**config.mk**
```make
export PLATFORM = sky130hd
export DESIGN_NAME = gate_selftest_ctrl
export DESIGN_NICKNAME = d
export VERILOG_FILES = /design/src/rtl/gate_selftest_pkg.sv /design/src/rtl/gate_selftest_ctrl_settle_timer.sv /design/src/rtl/gate_selftest_ctrl.sv
export SDC_FILE = /design/constraint.sdc
export NUM_CORES = 1
export LEC_CHECK = 0
export CAP_MARGIN = 30
export CORE_MARGIN = 3
export CORE_UTILIZATION = 57
export DETAILED_ROUTE_END_ITERATION = 8
export PLACE_DENSITY = 0.91
export SLEW_MARGIN = 40
export SYNTH_ARGS = -nofsm -noshare
export SYNTH_HDL_FRONTEND = slang
export SYNTH_SLANG_ARGS = --single-unit
```
**constraint.sdc**
```tcl
create_clock -name clk -period 2.94 [get_ports clk]
set_input_delay 0.588 -clock clk [delete_from_list [all_inputs] [get_ports clk]]
set_output_delay 0.588 -clock clk [all_outputs]
set_load 0.05 [all_outputs]
```
**src/rtl/gate_selftest_pkg.sv**
```systemverilog
// Shared types and truth table for the gate block self-test sequencer.
package gate_selftest_pkg;

    typedef enum logic [2:0] {
        IDLE   = 3'd0,
        APPLY  = 3'd1,
        SETTLE = 3'd2,
        CHECK  = 3'd3,
        DONE   = 3'd4
    } state_t;

    localparam int NUM_VEC = 4;

    // Expected {Nand,And,Or,Nor} per vector {InputUp,InputBottom}.
    localparam logic [3:0] EXP [0:NUM_VEC-1] = '{4'b1001, 4'b1010, 4'b1010, 4'b0110};

    function automatic logic [3:0] exp_result(input logic [1:0] k);
        return EXP[k];
    endfunction

endpackage

```
**src/rtl/gate_selftest_ctrl_settle_timer.sv**
```systemverilog
// Settle-time down counter: load sets the count, enable decrements to zero.
// Latency: count visible one cycle after load; zero flag is combinational off the count.
// Backpressure: none; the counter holds at zero until reloaded.
module settle_timer #(
    parameter int CNT_W = 8
) (
    input  logic             clk,
    input  logic             rst_n,
    input  logic             load_i,
    input  logic [CNT_W-1:0] load_val_i,
    input  logic             en_i,
    output logic             zero_o
);

    logic [CNT_W-1:0] cnt_q;
    logic [CNT_W-1:0] cnt_d;

    always_comb begin
        cnt_d = cnt_q;
        if (load_i) begin
            cnt_d = load_val_i;
        end else if (en_i && (cnt_q != '0)) begin
            cnt_d = cnt_q - 1'b1;
        end
    end

    always_ff @(posedge clk or negedge rst_n) begin
        if (!rst_n) begin
            cnt_q <= '0;
        end else begin
            cnt_q <= cnt_d;
        end
    end

    assign zero_o = (cnt_q == '0);

endmodule

```
**src/rtl/gate_selftest_ctrl.sv**
```systemverilog
// Self-test sequencer: walks the four gate input vectors and checks outputs against the truth table.
// Latency: SETTLE_CYCLES+2 cycles per vector; done pulses 4*(SETTLE_CYCLES+2) edges after start.
// Backpressure: start is ignored while busy; abort returns to IDLE on the next edge.
module gate_selftest_ctrl
    import gate_selftest_pkg::*;
#(
    parameter int SETTLE_CYCLES = 2,
    parameter int CNT_W         = 8
) (
    input  logic       clk,
    input  logic       rst_n,
    input  logic       start,
    input  logic       abort,
    input  logic       OutNand,
    input  logic       OutAnd,
    input  logic       OutOr,
    input  logic       OutNor,
    output logic       InputUp,
    output logic       InputBottom,
    output logic       busy,
    output logic       done,
    output logic       pass,
    output logic [3:0] failMask,
    output logic [2:0] errCount,
    output logic [1:0] firstFailIdx,
    output logic [3:0] firstFailObs
);

    // The timer holds SETTLE_CYCLES-1 so the zero-cycle of SETTLE is the last wait cycle.
    localparam logic [CNT_W-1:0] SETTLE_LOAD =
        (SETTLE_CYCLES > 0) ? CNT_W'(SETTLE_CYCLES - 1) : '0;

    state_t     state_q, state_d;
    logic [1:0] vec_q, vec_d;
    logic [1:0] in_q, in_d;
    logic       pass_q, pass_d;
    logic [3:0] fail_mask_q, fail_mask_d;
    logic [2:0] err_cnt_q, err_cnt_d;
    logic [1:0] ff_idx_q, ff_idx_d;
    logic [3:0] ff_obs_q, ff_obs_d;

    logic       tmr_load;
    logic       tmr_en;
    logic       tmr_zero;
    logic [3:0] obs;

    assign obs = {OutNand, OutAnd, OutOr, OutNor};

    settle_timer #(
        .CNT_W(CNT_W)
    ) u_settle_timer (
        .clk        (clk),
        .rst_n      (rst_n),
        .load_i     (tmr_load),
        .load_val_i (SETTLE_LOAD),
        .en_i       (tmr_en),
        .zero_o     (tmr_zero)
    );

    always_comb begin
        state_d     = state_q;
        vec_d       = vec_q;
        in_d        = in_q;
        pass_d      = pass_q;
        fail_mask_d = fail_mask_q;
        err_cnt_d   = err_cnt_q;
        ff_idx_d    = ff_idx_q;
        ff_obs_d    = ff_obs_q;
        tmr_load    = 1'b0;
        tmr_en      = 1'b0;

        if (abort) begin
            state_d = IDLE;
            in_d    = 2'b00;
            pass_d  = 1'b0;
        end else begin
            case (state_q)
                IDLE: begin
                    in_d = 2'b00;
                    if (start) begin
                        fail_mask_d = '0;
                        err_cnt_d   = '0;
                        ff_idx_d    = '0;
                        ff_obs_d    = '0;
                        pass_d      = 1'b0;
                        vec_d       = 2'd0;
                        state_d     = APPLY;
                    end
                end
                APPLY: begin
                    in_d     = vec_q;
                    tmr_load = 1'b1;
                    state_d  = (SETTLE_CYCLES == 0) ? CHECK : SETTLE;
                end
                SETTLE: begin
                    tmr_en = 1'b1;
                    if (tmr_zero) begin
                        state_d = CHECK;
                    end
                end
                CHECK: begin
                    if (obs != exp_result(vec_q)) begin
                        fail_mask_d[vec_q] = 1'b1;
                        err_cnt_d          = err_cnt_q + 3'd1;
                        if (err_cnt_q == '0) begin
                            ff_idx_d = vec_q;
                            ff_obs_d = obs;
                        end
                    end
                    if (vec_q == 2'(NUM_VEC - 1)) begin
                        // pass is settled here so it is already valid alongside done.
                        pass_d  = (err_cnt_d == '0);
                        state_d = DONE;
                    end else begin
                        vec_d   = vec_q + 2'd1;
                        state_d = APPLY;
                    end
                end
                DONE: begin
                    in_d    = 2'b00;
                    state_d = IDLE;
                end
                default: begin
                    in_d    = 2'b00;
                    state_d = IDLE;
                end
            endcase
        end
    end

    always_ff @(posedge clk or negedge rst_n) begin
        if (!rst_n) begin
            state_q     <= IDLE;
            vec_q       <= '0;
            in_q        <= '0;
            pass_q      <= 1'b0;
            fail_mask_q <= '0;
            err_cnt_q   <= '0;
            ff_idx_q    <= '0;
            ff_obs_q    <= '0;
        end else begin
            state_q     <= state_d;
            vec_q       <= vec_d;
            in_q        <= in_d;
            pass_q      <= pass_d;
            fail_mask_q <= fail_mask_d;
            err_cnt_q   <= err_cnt_d;
            ff_idx_q    <= ff_idx_d;
            ff_obs_q    <= ff_obs_d;
        end
    end

    assign InputUp      = in_q[1];
    assign InputBottom  = in_q[0];
    assign busy         = (state_q == APPLY) || (state_q == SETTLE) || (state_q == CHECK);
    assign done         = (state_q == DONE);
    assign pass         = pass_q;
    assign failMask     = fail_mask_q;
    assign errCount     = err_cnt_q;
    assign firstFailIdx = ff_idx_q;
    assign firstFailObs = ff_obs_q;

endmodule

```
==> qor.csv <==
stage;metric;value;unit
min_path;hold_path_class;flop to flop;
clock_network;numCtsBuffers;5;
die;core_region_area;2613;um2
setup_path;critPathArrivalTime;2.05;ns
route;wl_per_cell;15.98;um
pwr;total_switching_power;0.4897;mW
setup_path;worstSetupStartpointType;flop;
logic_synthesis;synthesis.instances;159;
route;dr_total_vias;1341;
logic_synthesis;syn-num-nets;177;
logic_synthesis;sequential_fraction_of_the_synthesis_area;44.27;%
setup_path;crit_required;2.35;ns
layout;seqCellArea;725.7;um2
placement;post-dp-hpwl;2604;um
run;max-cap-violations;0;
timing;slew_violations;0;
pwr;power.combinational.fraction;33.0;%
route;total_drc_errors_in_the_routed_layout;0;
global_routing;grt_start_max_net_pins;30;
clock_network;post_cts_buffers;0;
global_routing;number_of_global_route_vias_before_repair;1343;
setup_path;critical_path_peak_fanout;17;
timing;slew-limit-headroom;65.53;%
layout;final_area;1994;um2
clock_network;clock_tree.buffer_depth;2;
placement;numPortBuffers;25;
pwr;static_leakage;0.8784;nW
logic_synthesis;ys_ff_latch;29;
timing;worst-slew-pin-transition;0.5155;ns
global_routing;global_route.usage.total;22.79;%
layout;fillers;177;
timing;layout_min_cycle_time;2.643;ns
clock_network;clock_pin_slew_worst_setup_and_hold_paths;0.10;ns
placement;placement.cell_area;1909;um2
route;viasPerCell;6.123;
timing;totalNegativeSetupSlack;0;ns
pwr;clock_share_of_power;26.0;%
logic_synthesis;primary_ff_master_synth;sky130_fd_sc_hd__dfrtp_1;
global_routing;congestion_overflow_gr;0;
die;core.rowCount;18;
layout;area_growth;21.68;%
route;residual_antenna_violating_net_count_after_detailed_routing;0;
timing;setup_viol;0;
clock_network;count_of_hold_buffers_inserted_by_post_cts_repair;0;
timing;finClkSkew;0.01246;ns
pwr;power.density_cell_area;664.8;nW/um2
clock_network;ctsHtreeMaxLevel;2;
placement;finalWeightedCongestion;0.8523;
die;dieWidth;59.63;um
logic_synthesis;synth_enable_flop_cells;0;
layout;area_of_the_multi_input_gates;850.8;um2
clock_network;cts.root.buffer_cell;sky130_fd_sc_hd__clkbuf_4;
clock_network;clock_sinks;29;
logic_synthesis;async_flop_share;100.0;%
route;first_pass_iters;4;
layout;layout-drive-gt1-share;9.524;%
global_routing;grt_first_pass_wirelength;6092;um
logic_synthesis;combined_area_of_all_synthesized_cells;1639;um2
route;dr.first_iter.drc_count;60;
route;wirelength;3499;um
pwr;power_switching_share;36.93;%
setup_path;timing.setup.critical_path_class;flop to output port;
timing;setup_repair_after_global_routing_missed_its_margin;false;
timing;finalHoldViolations;0;
timing;period_share;89.89;%
die;num_io_pins;26;
setup_path;critical_path.endpoint_type;output port;
die;initial_core_util;62.74;%
pwr;cellInternalPower;0.8361;mW
logic_synthesis;synthTopCellsByArea;sky130_fd_sc_hd__dfrtp_1 (44%), sky130_fd_sc_hd__ha_1 (7.6%), sky130_fd_sc_hd__nor2_1 (4.6%), sky130_fd_sc_hd__a22o_1 (4.3%), sky130_fd_sc_hd__xnor2_1 (2.7%);
die;floorplan_die_area;3555;um2
clock_network;clk_latency;0.33;ns
logic_synthesis;synth_largest_type_area_fraction;44.27;%
outcome;status;finished clean;
die;fp.dieH;59.63;um
layout;final_net_count;206;
logic_synthesis;post_synth_num_cell_types;45;
pwr;vdd_ir_drop_max;674.8;uV
layout;num_antenna_cells;0;
global_routing;initial_antenna_violation_count;0;
clock_network;cts_tree;done;
pwr;sequentialPowerShare;41.0;%
logic_synthesis;postSynthAreaPerCell;10.31;um2
clock_network;cts_resized;0;
logic_synthesis;netlist.top_cell.by_area;sky130_fd_sc_hd__dfrtp_1;
logic_synthesis;yosys_warnings;0;
timing;max_clock_freq;378.4;MHz
## logic make-up after synthesis
logic type	after synthesis	share of synthesized area, %
and+or+nand+nor	59	20.84
AOI/OAI and AO/OA	35	16.79
DFF	29	44.28
buffers and inverters	14	3.817
adders and majority gates	10	7.634
xor gates and xnor gates	9	4.809
muxes	3	1.832
## sequential cells by signal, indices dropped and copies added, names as in the netlist
signal                count
pass                      1
vec_q                     2
errCount                  3
in_q                      2
failMask                  4
u_settle_timer.cnt_q      8
state_q                   3
firstFailObs              4
firstFailIdx              2
## metrics by stage
stage	worst slack (ns)	util (%)	std cells	power (mW)	hold WS, ns
after global placement	0.5834	73.08	211	0.9530	0.4846
after global routing	0.1460	76.34	219	1.401	0.5337
after detailed placement	0.5214	73.08	211	0.9831	0.4832
after floorplan	0.8970	-	159	0.8475	0.2924
final	0.2974	76.34	219	1.326	0.5034
after CTS	0.3016	76.34	219	1.324	0.5084
## power by group through the flow
stage	sequential (mW)	combinational (mW)	clock, mW
floorplan	0.591	0.256	0
global placement	0.542	0.411	0
detailed placement	0.549	0.434	0
CTS	0.541	0.437	0.346
global route	0.555	0.485	0.361
finish	0.544	0.438	0.344
## synth_stat cells, types with 2 or more instances
| master | count |
|---|---|
| sky130_fd_sc_hd__dfrtp_1 | 29 |
| sky130_fd_sc_hd__nor2_1 | 20 |
| sky130_fd_sc_hd__ha_1 | 10 |
| sky130_fd_sc_hd__inv_1 | 10 |
| sky130_fd_sc_hd__a22o_1 | 8 |
| sky130_fd_sc_hd__xnor2_1 | 5 |
| sky130_fd_sc_hd__a31oi_1 | 4 |
| sky130_fd_sc_hd__nand2_1 | 4 |
| sky130_fd_sc_hd__nand3_1 | 4 |
| sky130_fd_sc_hd__nor2b_1 | 4 |
| sky130_fd_sc_hd__o21ai_0 | 4 |
| sky130_fd_sc_hd__xor2_1 | 4 |
| sky130_fd_sc_hd__a21oi_1 | 3 |
| sky130_fd_sc_hd__mux2i_1 | 3 |
| sky130_fd_sc_hd__nand2b_1 | 3 |
| sky130_fd_sc_hd__nor3_1 | 3 |
| sky130_fd_sc_hd__or3b_2 | 3 |
| sky130_fd_sc_hd__or4_1 | 3 |
| sky130_fd_sc_hd__a21bo_2 | 2 |
| sky130_fd_sc_hd__a22oi_1 | 2 |
| sky130_fd_sc_hd__a32o_1 | 2 |
| sky130_fd_sc_hd__and2_1 | 2 |
| sky130_fd_sc_hd__buf_2 | 2 |
| sky130_fd_sc_hd__nand4_1 | 2 |
| sky130_fd_sc_hd__nor4_1 | 2 |
| sky130_fd_sc_hd__o41ai_1 | 2 |
## final cells by class
type                       count  area share [%]
tap                           30           1.882
sequential                    29           36.39
inverter                      10           1.882
clock inverter                 1           1.506
multi-input combinational    116           42.66
clock buffer                   7           2.760
timing repair buffer          26           12.92
## cell usage in the layout (no fill, tap or decap), types with 2 or more instances in the layout
master and instances:
sky130_fd_sc_hd__a22oi_1 2, sky130_fd_sc_hd__a21oi_1 3, sky130_fd_sc_hd__a31oi_1 4, sky130_fd_sc_hd__ha_1 10, sky130_fd_sc_hd__nand4_1 2, sky130_fd_sc_hd__o41ai_1 2, sky130_fd_sc_hd__nor3_1 3, sky130_fd_sc_hd__o21ai_0 4
sky130_fd_sc_hd__a32o_1 2, sky130_fd_sc_hd__and2_1 2, sky130_fd_sc_hd__xor2_1 4, sky130_fd_sc_hd__inv_1 10, sky130_fd_sc_hd__nand3_1 4, sky130_fd_sc_hd__or4_1 3, sky130_fd_sc_hd__a22o_1 8, sky130_fd_sc_hd__xnor2_1 5
sky130_fd_sc_hd__nand2b_1 3, sky130_fd_sc_hd__a21bo_2 2, sky130_fd_sc_hd__nand2_1 4, sky130_fd_sc_hd__mux2i_1 3, sky130_fd_sc_hd__clkdlybuf4s50_1 25, sky130_fd_sc_hd__or3b_2 3, sky130_fd_sc_hd__nor4_1 2, sky130_fd_sc_hd__nor2_1 20
sky130_fd_sc_hd__dfrtp_1 29, sky130_fd_sc_hd__clkbuf_4 5, sky130_fd_sc_hd__nor2b_1 4
## metal layers
metal | part of all wire (%) | vias to the layer above | wire length [um] | global-route usage (%)
met1 | 44 | 662 | 1554 | 29.28
met2 | 48 | 36 | 1674 | 36.04
met3 | 6.0 | 11 | 211 | 7.625
li1 | - | 632 | - | -
met5 | 0 | - | 0 | 0
met4 | 1.7 | 0 | 59 | 7.595
## critical path, cell delays in order (launching register included)
cell	delay, ns
sky130_fd_sc_hd__dfrtp_1	0.57
sky130_fd_sc_hd__nor2_1	0.21
sky130_fd_sc_hd__and2_1	0.15
sky130_fd_sc_hd__clkdlybuf4s50_1	0.80
## final timing paths
check	start	endpoint	slack [ns]	cells after the start
max in group asynchronous	rst_n	vec_q[0]	2.03	2
worst min register to register	firstFailObs[3]	firstFailObs[3]	0.50	1
min in group asynchronous	rst_n	failMask[1]	0.63	2
worst max register to register	vec_q[0]	errCount[0]	0.69	6
worst max-delay path	state_q[1]	done	0.30	3
worst min-delay path	firstFailObs[3]	firstFailObs[3]	0.50	1
(Power assumes the default switching activity.)
